[src/rtl/mips_trace_buffer_if.sv]
// Capture/read bus of the MIPS debug trace buffer.
// master: trace source and host reader; slave: the buffer itself.
interface mips_trace_buffer_if #(
    parameter int ADDR_W = 4
);
    logic              Clear;
    logic              CaptureEn;
    logic [31:0]       PCOut;
    logic [31:0]       Instruction;
    logic [31:0]       RegWriteData;
    logic [31:0]       ALUResult;
    logic              RdReady;
    logic              RdValid;
    logic [31:0]       RdData;
    logic              RdLast;
    logic [ADDR_W:0]   Count;
    logic              Overflow;

    modport master (
        output Clear, CaptureEn, PCOut, Instruction, RegWriteData, ALUResult, RdReady,
        input  RdValid, RdData, RdLast, Count, Overflow
    );

    modport slave (
        input  Clear, CaptureEn, PCOut, Instruction, RegWriteData, ALUResult, RdReady,
        output RdValid, RdData, RdLast, Count, Overflow
    );
endinterface

[src/rtl/mips_trace_buffer.sv]
// Circular trace buffer for the single-cycle MIPS core. Each capture stores
// {PC, instruction, write-back data, ALU result}; records stream back out as
// four 32-bit words over a valid/ready port, oldest record first.
module mips_trace_buffer #(
    parameter int DEPTH  = 16,
    parameter int ADDR_W = 4
) (
    input logic                 Clk,
    input logic                 Reset,
    mips_trace_buffer_if.slave  bus
);
    typedef enum logic {IDLE, SEND} state_t;

    state_t            state_q, state_d;
    logic [1:0]        wi_q, wi_d;
    logic [ADDR_W-1:0] wp_q, wp_d;
    logic [ADDR_W-1:0] rp_q, rp_d;
    logic [ADDR_W:0]   count_q, count_d;
    logic              ovf_q, ovf_d;
    logic [127:0]      mem_q [DEPTH];

    logic              full;
    logic              cap;
    logic              hs;
    logic              pop;
    logic [127:0]      rec;
    logic [31:0]       word;

    // Next-state logic: pointers, record count, sticky overflow and read FSM.
    always_comb begin
        full    = (count_q == (ADDR_W+1)'(DEPTH));
        cap     = bus.CaptureEn && !full;
        hs      = (state_q == SEND) && bus.RdReady;
        pop     = hs && (wi_q == 2'd3);
        state_d = state_q;
        wi_d    = wi_q;
        wp_d    = wp_q;
        rp_d    = rp_q;
        count_d = count_q;
        ovf_d   = ovf_q;
        if (bus.Clear) begin
            state_d = IDLE;
            wi_d    = '0;
            wp_d    = '0;
            rp_d    = '0;
            count_d = '0;
            ovf_d   = 1'b0;
        end else begin
            if (cap) wp_d = wp_q + 1'b1;
            if (pop) rp_d = rp_q + 1'b1;
            if (cap && !pop)      count_d = count_q + 1'b1;
            else if (pop && !cap) count_d = count_q - 1'b1;
            // Fullness is judged before any same-edge pop frees a slot.
            if (bus.CaptureEn && full) ovf_d = 1'b1;
            case (state_q)
                IDLE: begin
                    if (count_q != '0) begin
                        state_d = SEND;
                        wi_d    = '0;
                    end
                end
                SEND: begin
                    if (hs) begin
                        if (wi_q != 2'd3) begin
                            wi_d = wi_q + 1'b1;
                        end else begin
                            wi_d = '0;
                            if (count_q <= (ADDR_W+1)'(1)) state_d = IDLE;
                        end
                    end
                end
                default: state_d = IDLE;
            endcase
        end
    end

    // State registers with asynchronous clear.
    always_ff @(posedge Clk or posedge Reset) begin
        if (Reset) begin
            state_q <= IDLE;
            wi_q    <= '0;
            wp_q    <= '0;
            rp_q    <= '0;
            count_q <= '0;
            ovf_q   <= 1'b0;
        end else begin
            state_q <= state_d;
            wi_q    <= wi_d;
            wp_q    <= wp_d;
            rp_q    <= rp_d;
            count_q <= count_d;
            ovf_q   <= ovf_d;
        end
    end

    // Record storage; contents need no reset because only written slots are read.
    always_ff @(posedge Clk) begin
        if (cap && !bus.Clear) begin
            mem_q[wp_q] <= {bus.PCOut, bus.Instruction, bus.RegWriteData, bus.ALUResult};
        end
    end

    // Output word select from registered state; zero whenever no word is offered.
    always_comb begin
        rec = mem_q[rp_q];
        case (wi_q)
            2'd0:    word = rec[127:96];
            2'd1:    word = rec[95:64];
            2'd2:    word = rec[63:32];
            default: word = rec[31:0];
        endcase
        bus.RdValid  = (state_q == SEND);
        bus.RdData   = (state_q == SEND) ? word : '0;
        bus.RdLast   = (state_q == SEND) && (wi_q == 2'd3);
        bus.Count    = count_q;
        bus.Overflow = ovf_q;
    end
endmodule

[src/flat_wrapper.sv]
// flat-port wrapper written by rule: the top's interface ports become plain ports
module mips_trace_buffer_flat 
#(
    parameter int DEPTH  = 16,
    parameter int ADDR_W = 4
)
  (Clk, Reset, bus_Clear, bus_CaptureEn, bus_PCOut, bus_Instruction, bus_RegWriteData, bus_ALUResult, bus_RdReady, bus_RdValid, bus_RdData, bus_RdLast, bus_Count, bus_Overflow);
  mips_trace_buffer_if #(.ADDR_W(ADDR_W)) bus_i ();
  input logic Clk;
  input logic Reset;
  input wire logic [$bits(bus_i.Clear)-1:0] bus_Clear;
  input wire logic [$bits(bus_i.CaptureEn)-1:0] bus_CaptureEn;
  input wire logic [$bits(bus_i.PCOut)-1:0] bus_PCOut;
  input wire logic [$bits(bus_i.Instruction)-1:0] bus_Instruction;
  input wire logic [$bits(bus_i.RegWriteData)-1:0] bus_RegWriteData;
  input wire logic [$bits(bus_i.ALUResult)-1:0] bus_ALUResult;
  input wire logic [$bits(bus_i.RdReady)-1:0] bus_RdReady;
  output wire logic [$bits(bus_i.RdValid)-1:0] bus_RdValid;
  output wire logic [$bits(bus_i.RdData)-1:0] bus_RdData;
  output wire logic [$bits(bus_i.RdLast)-1:0] bus_RdLast;
  output wire logic [$bits(bus_i.Count)-1:0] bus_Count;
  output wire logic [$bits(bus_i.Overflow)-1:0] bus_Overflow;
  assign bus_i.Clear = bus_Clear;
  assign bus_i.CaptureEn = bus_CaptureEn;
  assign bus_i.PCOut = bus_PCOut;
  assign bus_i.Instruction = bus_Instruction;
  assign bus_i.RegWriteData = bus_RegWriteData;
  assign bus_i.ALUResult = bus_ALUResult;
  assign bus_i.RdReady = bus_RdReady;
  assign bus_RdValid = bus_i.RdValid;
  assign bus_RdData = bus_i.RdData;
  assign bus_RdLast = bus_i.RdLast;
  assign bus_Count = bus_i.Count;
  assign bus_Overflow = bus_i.Overflow;
  mips_trace_buffer #(.DEPTH(DEPTH), .ADDR_W(ADDR_W)) u_core (.Clk(Clk), .Reset(Reset), .bus(bus_i));
endmodule
[config.mk]
export PLATFORM = sky130hd
export DESIGN_NAME = mips_trace_buffer_flat
export DESIGN_NICKNAME = d
export VERILOG_FILES = /design/src/rtl/mips_trace_buffer_if.sv /design/src/rtl/mips_trace_buffer.sv /design/src/flat_wrapper.sv
export SDC_FILE = /design/constraint.sdc
export NUM_CORES = 2
export LEC_CHECK = 0
export CORE_MARGIN = 3
export CORE_UTILIZATION = 45
export DETAILED_ROUTE_END_ITERATION = 10
export HOLD_SLACK_MARGIN = 0.1
export PLACE_DENSITY = 0.63
export SETUP_SLACK_MARGIN = 0.05
export SYNTH_ARGS = -nofsm -noshare
export SYNTH_HDL_FRONTEND = slang
export SYNTH_SLANG_ARGS = --single-unit
[constraint.sdc]
create_clock -name Clk -period 14.6 [get_ports Clk]
set_input_delay 1.46 -clock Clk [delete_from_list [all_inputs] [get_ports Clk]]
set_output_delay 1.46 -clock Clk [all_outputs]
set_load 0.03 [all_outputs]
==> reports/metrics.cfg <==
[status]
outcome = finished clean

[critical_path]
crit_cells = 9
crit_family = buffers and inverters
cp_slowest_cell = dfrtp_4
required_ns = 13.14
crit_chain = buf_4, buf_12, buf_12, mux4_2, mux2_2, nand2_1, nand3_1, o311a_1, clkdlybuf4s50_1
crit_end = bus_RdData[14]
end_kind = primary output
reg2reg_from = u_core.bus.Count[0]
critPathKind = flop to primary output
cp_common_cell = buf_12
r2r_end = u_core.mem_q[8][65]
r2r_setup_slack_ns = 9.51
rr_worst_depth = 9
critPathArrivalTime_ns = 6.10
critPathMaxFanout = 93
startpoint = u_core.rp_q[0]
crit_buf_inv = 4
start_kind = flop
critPathMaxStageDelay_ns = 1.09

[grt]
antenna_found_initial = 44
grt_max_degree = 130
grt_usage = 0.227
overflow = 0
grt_pass1_wl_mm = 301
grt_pass1_vias = 40500

[synth]
syn-cell-area_um2 = 80400
async_reset_ff_frac = 0.00823
synth-edff-count = 2048
synth-compound-area-share = 0.0497
synth_mux_area_frac = 0.141
synth_ff_type = edfxtp_1
postSynthNetCount = 4304
ys_ff_latch = 2065
synth-simple-area-share = 0.0165
synth_top_family_by_area = multiplexers
synth_fa_ha_area_frac = 0.00218
postSynthCellCount = 4157
ys_types = 52
yosysTopAreaCell = edfxtp_1
synth.area.top_cells = edfxtp_1 77%, mux2i_1 9.4%, mux4_2 4.0%, a22oi_1 2.7%, mux2_2 0.66%
synth_warnings = 0
syn_avg_cell_area_um2 = 19.3
synth_xor_xnor_area_share = 0.00120
seq_area_frac_synth = 0.771
yosysTopAreaCellShare = 0.765

[timing]
finalSetupViolCount = 0
worst_slew_pin_slew_ns = 1.23
fmax_mhz = 132
final.setup.worst_slack_ns = 7.04
drv_slew = 0
relSlewSlack = 0.178
hold_viol_final = 0
tns_ns = 0
rsz0062_at_grt = false
finalCriticalPeriod_ns = 7.56
finalCritPeriodShare = 0.518
skew_ns = 0.0197
holdWs_ns = 0.515

[clock_tree]
ctsResizeCount = 0
cts.clk_slew.worst_paths_ns = 0.07
cts_post_setup_buffers_inserted = 0
postCtsHoldBufs = 0
root_buffer = clkbuf_16
clockBufferDepth = 3
cts_sinks = 2065
cts_tree = built
cts_inserted_buffers = 193
clk_latency_ns = 0.82
htreeDepth = 4

[die]
core_area_um2 = 177000
io_pins = 173
die_y_um = 429
initial_utilization = 0.454
rows = 154
die_area_um2 = 184000
die_w_um = 429

[final_layout]
nets = 4497
drive_gt1_frac = 0.122
areaGrowthSynthToFinish_pct = 12.6
finalNonFillerCells = 6847
final_util = 0.511

[place]
pre_cts_ws_ns = 7.91
post-dp-hpwl_mm = 108
placement.io_buffers = 172
gp_congestion = 0.739
place_inst = 6495

[route]
drc = 0
viasPerCell = 5.94
avgRoutedWirePerCell_um = 30.8
ant_nets = 0
wl_mm = 211
vias = 40700
first_pass_iters = 5
drtIter0Drc = 4210

[power_and_ir_drop]
powerDensity_nw_per_um2 = 130
p_leak_nw = 26.6
worst_ir_drop_vdd_uv = 93.9

[min_path]
hold_class = flop to flop

[flow_run]
cap_violations = 0

==> registers in the layout, summed over array words and instances, names as in the netlist <==
| register | cells |
|---|---|
| u_core.bus.Count | 5 |
| u_core.bus.Overflow | 1 |
| u_core.bus.RdValid | 1 |
| u_core.mem_q | 2048 |
| u_core.rp_q | 4 |
| u_core.wi_q | 2 |
| u_core.wp_q | 4 |
==> cells by family (layout without fill, tap and decap cells) <==
group                    Yosys count  after routing
XOR/XNOR                          11             11
multiplexers                     947            947
AND/OR/NAND/NOR                  293            293
other                              0             13
adder cells (fa/ha/maj)           14             14
buffers and inverters            256            593
AO/OA/AOI/OAI                    571            571
flip-flops                      2065           2065
==> placed cells by master (no fill, tap or decap), types with 5 or more instances in the layout <==
| master | synthesis | layout |
|---|---|---|
| o31ai_1 | 5 | 5 |
| xnor2_1 | 5 | 5 |
| a311oi_1 | 6 | 6 |
| mux2i_1 | 756 | 756 |
| nand3_1 | 71 | 71 |
| a31oi_1 | 21 | 21 |
| clkinv_2 | 0 | 24 |
| edfxtp_1 | 2048 | 2048 |
| inv_1 | 8 | 8 |
| mux4_2 | 144 | 144 |
| clkdlybuf4s50_1 | 0 | 172 |
| and3_1 | 9 | 6 |
| o221ai_1 | 11 | 11 |
| a21oi_1 | 58 | 58 |
| a211oi_1 | 5 | 5 |
| a221oi_1 | 24 | 24 |
| nor2_1 | 38 | 36 |
| o311a_1 | 24 | 24 |
| dfrtp_1 | 17 | 12 |
| buf_12 | 0 | 12 |
| bufinv_16 | 0 | 16 |
| o22ai_1 | 25 | 25 |
| o21ai_0 | 66 | 66 |
| xor2_1 | 6 | 6 |
| nor2b_1 | 7 | 5 |
| buf_4 | 51 | 62 |
| mux2_2 | 47 | 47 |
| a22o_1 | 7 | 7 |
| clkbuf_1 | 90 | 48 |
| and2_4 | 0 | 10 |
| a22oi_1 | 288 | 288 |
| o21ai_1 | 21 | 21 |
| ha_1 | 14 | 13 |
| nand2_1 | 132 | 130 |
| diode_2 | 0 | 13 |
| clkinv_1 | 0 | 42 |
| clkbuf_16 | 0 | 200 |
==> through the flow <==
step	area, um2	total power [W]
2_1_floorplan	80400	0.00681
3_3_place_gp	84400	0.00702
3_5_place_dp	84400	0.00702
4_1_cts	90400	0.0119
5_1_grt	90400	0.0121
6_report	90500	0.0118
==> Yosys cell counts (all sizes together), types with 2 or more instances <==
master / number
a31oi: 21
nor2: 39
o221ai: 11
xnor2: 5
nand2b: 5
nor2b: 7
and3: 9
a221oi: 24
nand3: 71
a211oi: 5
and2: 14
o31a: 3
o311a: 24
a32oi: 3
inv: 8
ha: 14
o21ai: 87
nand2: 132
buf: 158
o22ai: 25
nand4: 2
a22o: 7
mux2i: 756
a21oi: 58
dfrtp: 17
edfxtp: 2048
mux2: 47
clkbuf: 90
o31ai: 5
nor3: 6
mux4: 144
a311oi: 6
a22oi: 288
xor2: 6
==> where the power goes <==
group	internal, W	total [W]	leakage [nW]	switching [W]
Clock	0.00279	0.00489	2.96	0.00210
Sequential	0.00656	0.00657	18.7	0.0000116
Combinational	0.0000942	0.000323	5.02	0.000229
Total	0.00945	0.0118	26.6	0.00234
==> cell type report <==
cell class | count | area [um2]
Clock buffer | 252 | 5240
Fill cell | 14000 | 86400
Multi-Input combinational cell | 1836 | 17100
Clock inverter | 87 | 818
Timing Repair Buffer | 246 | 2430
Antenna cell | 13 | 32.5
Inverter | 8 | 30.0
Tap cell | 2340 | 2930
Sequential cell | 2065 | 61900
==> worst min path at each step <==
stage | end | depth (start not counted) | slack [ns] | startpoint
2_1_floorplan | u_core.wi_q[1] | 2 | 0.55 | u_core.wi_q[1]
3_3_place_gp | u_core.bus.Overflow | 2 | 0.49 | u_core.bus.Overflow
3_5_place_dp | u_core.bus.Overflow | 2 | 0.50 | u_core.bus.Overflow
4_1_cts | u_core.bus.Overflow | 2 | 0.52 | u_core.bus.Overflow
5_1_grt | u_core.bus.Overflow | 2 | 0.57 | u_core.bus.Overflow
6_report | u_core.bus.Overflow | 2 | 0.51 | u_core.bus.Overflow
==> metal layers <==
layer | up-vias | GRT usage | share of wire | wire length (um)
met2 | 1378 | 0.376 | 0.49 | 104000
met5 | - | 0 | 0.00055 | 117
li1 | 17400 | - | - | -
met4 | 18 | 0.0614 | 0.023 | 4930
met1 | 21600 | 0.309 | 0.42 | 88600
met3 | 294 | 0.0420 | 0.064 | 13500
==> worst min-delay path: stages (launching register included) <==
cell,delay (ns)
dfrtp_1,0.35
a41oi_1,0.05
nor2_1,0.08
(Power assumes the default switching activity.)
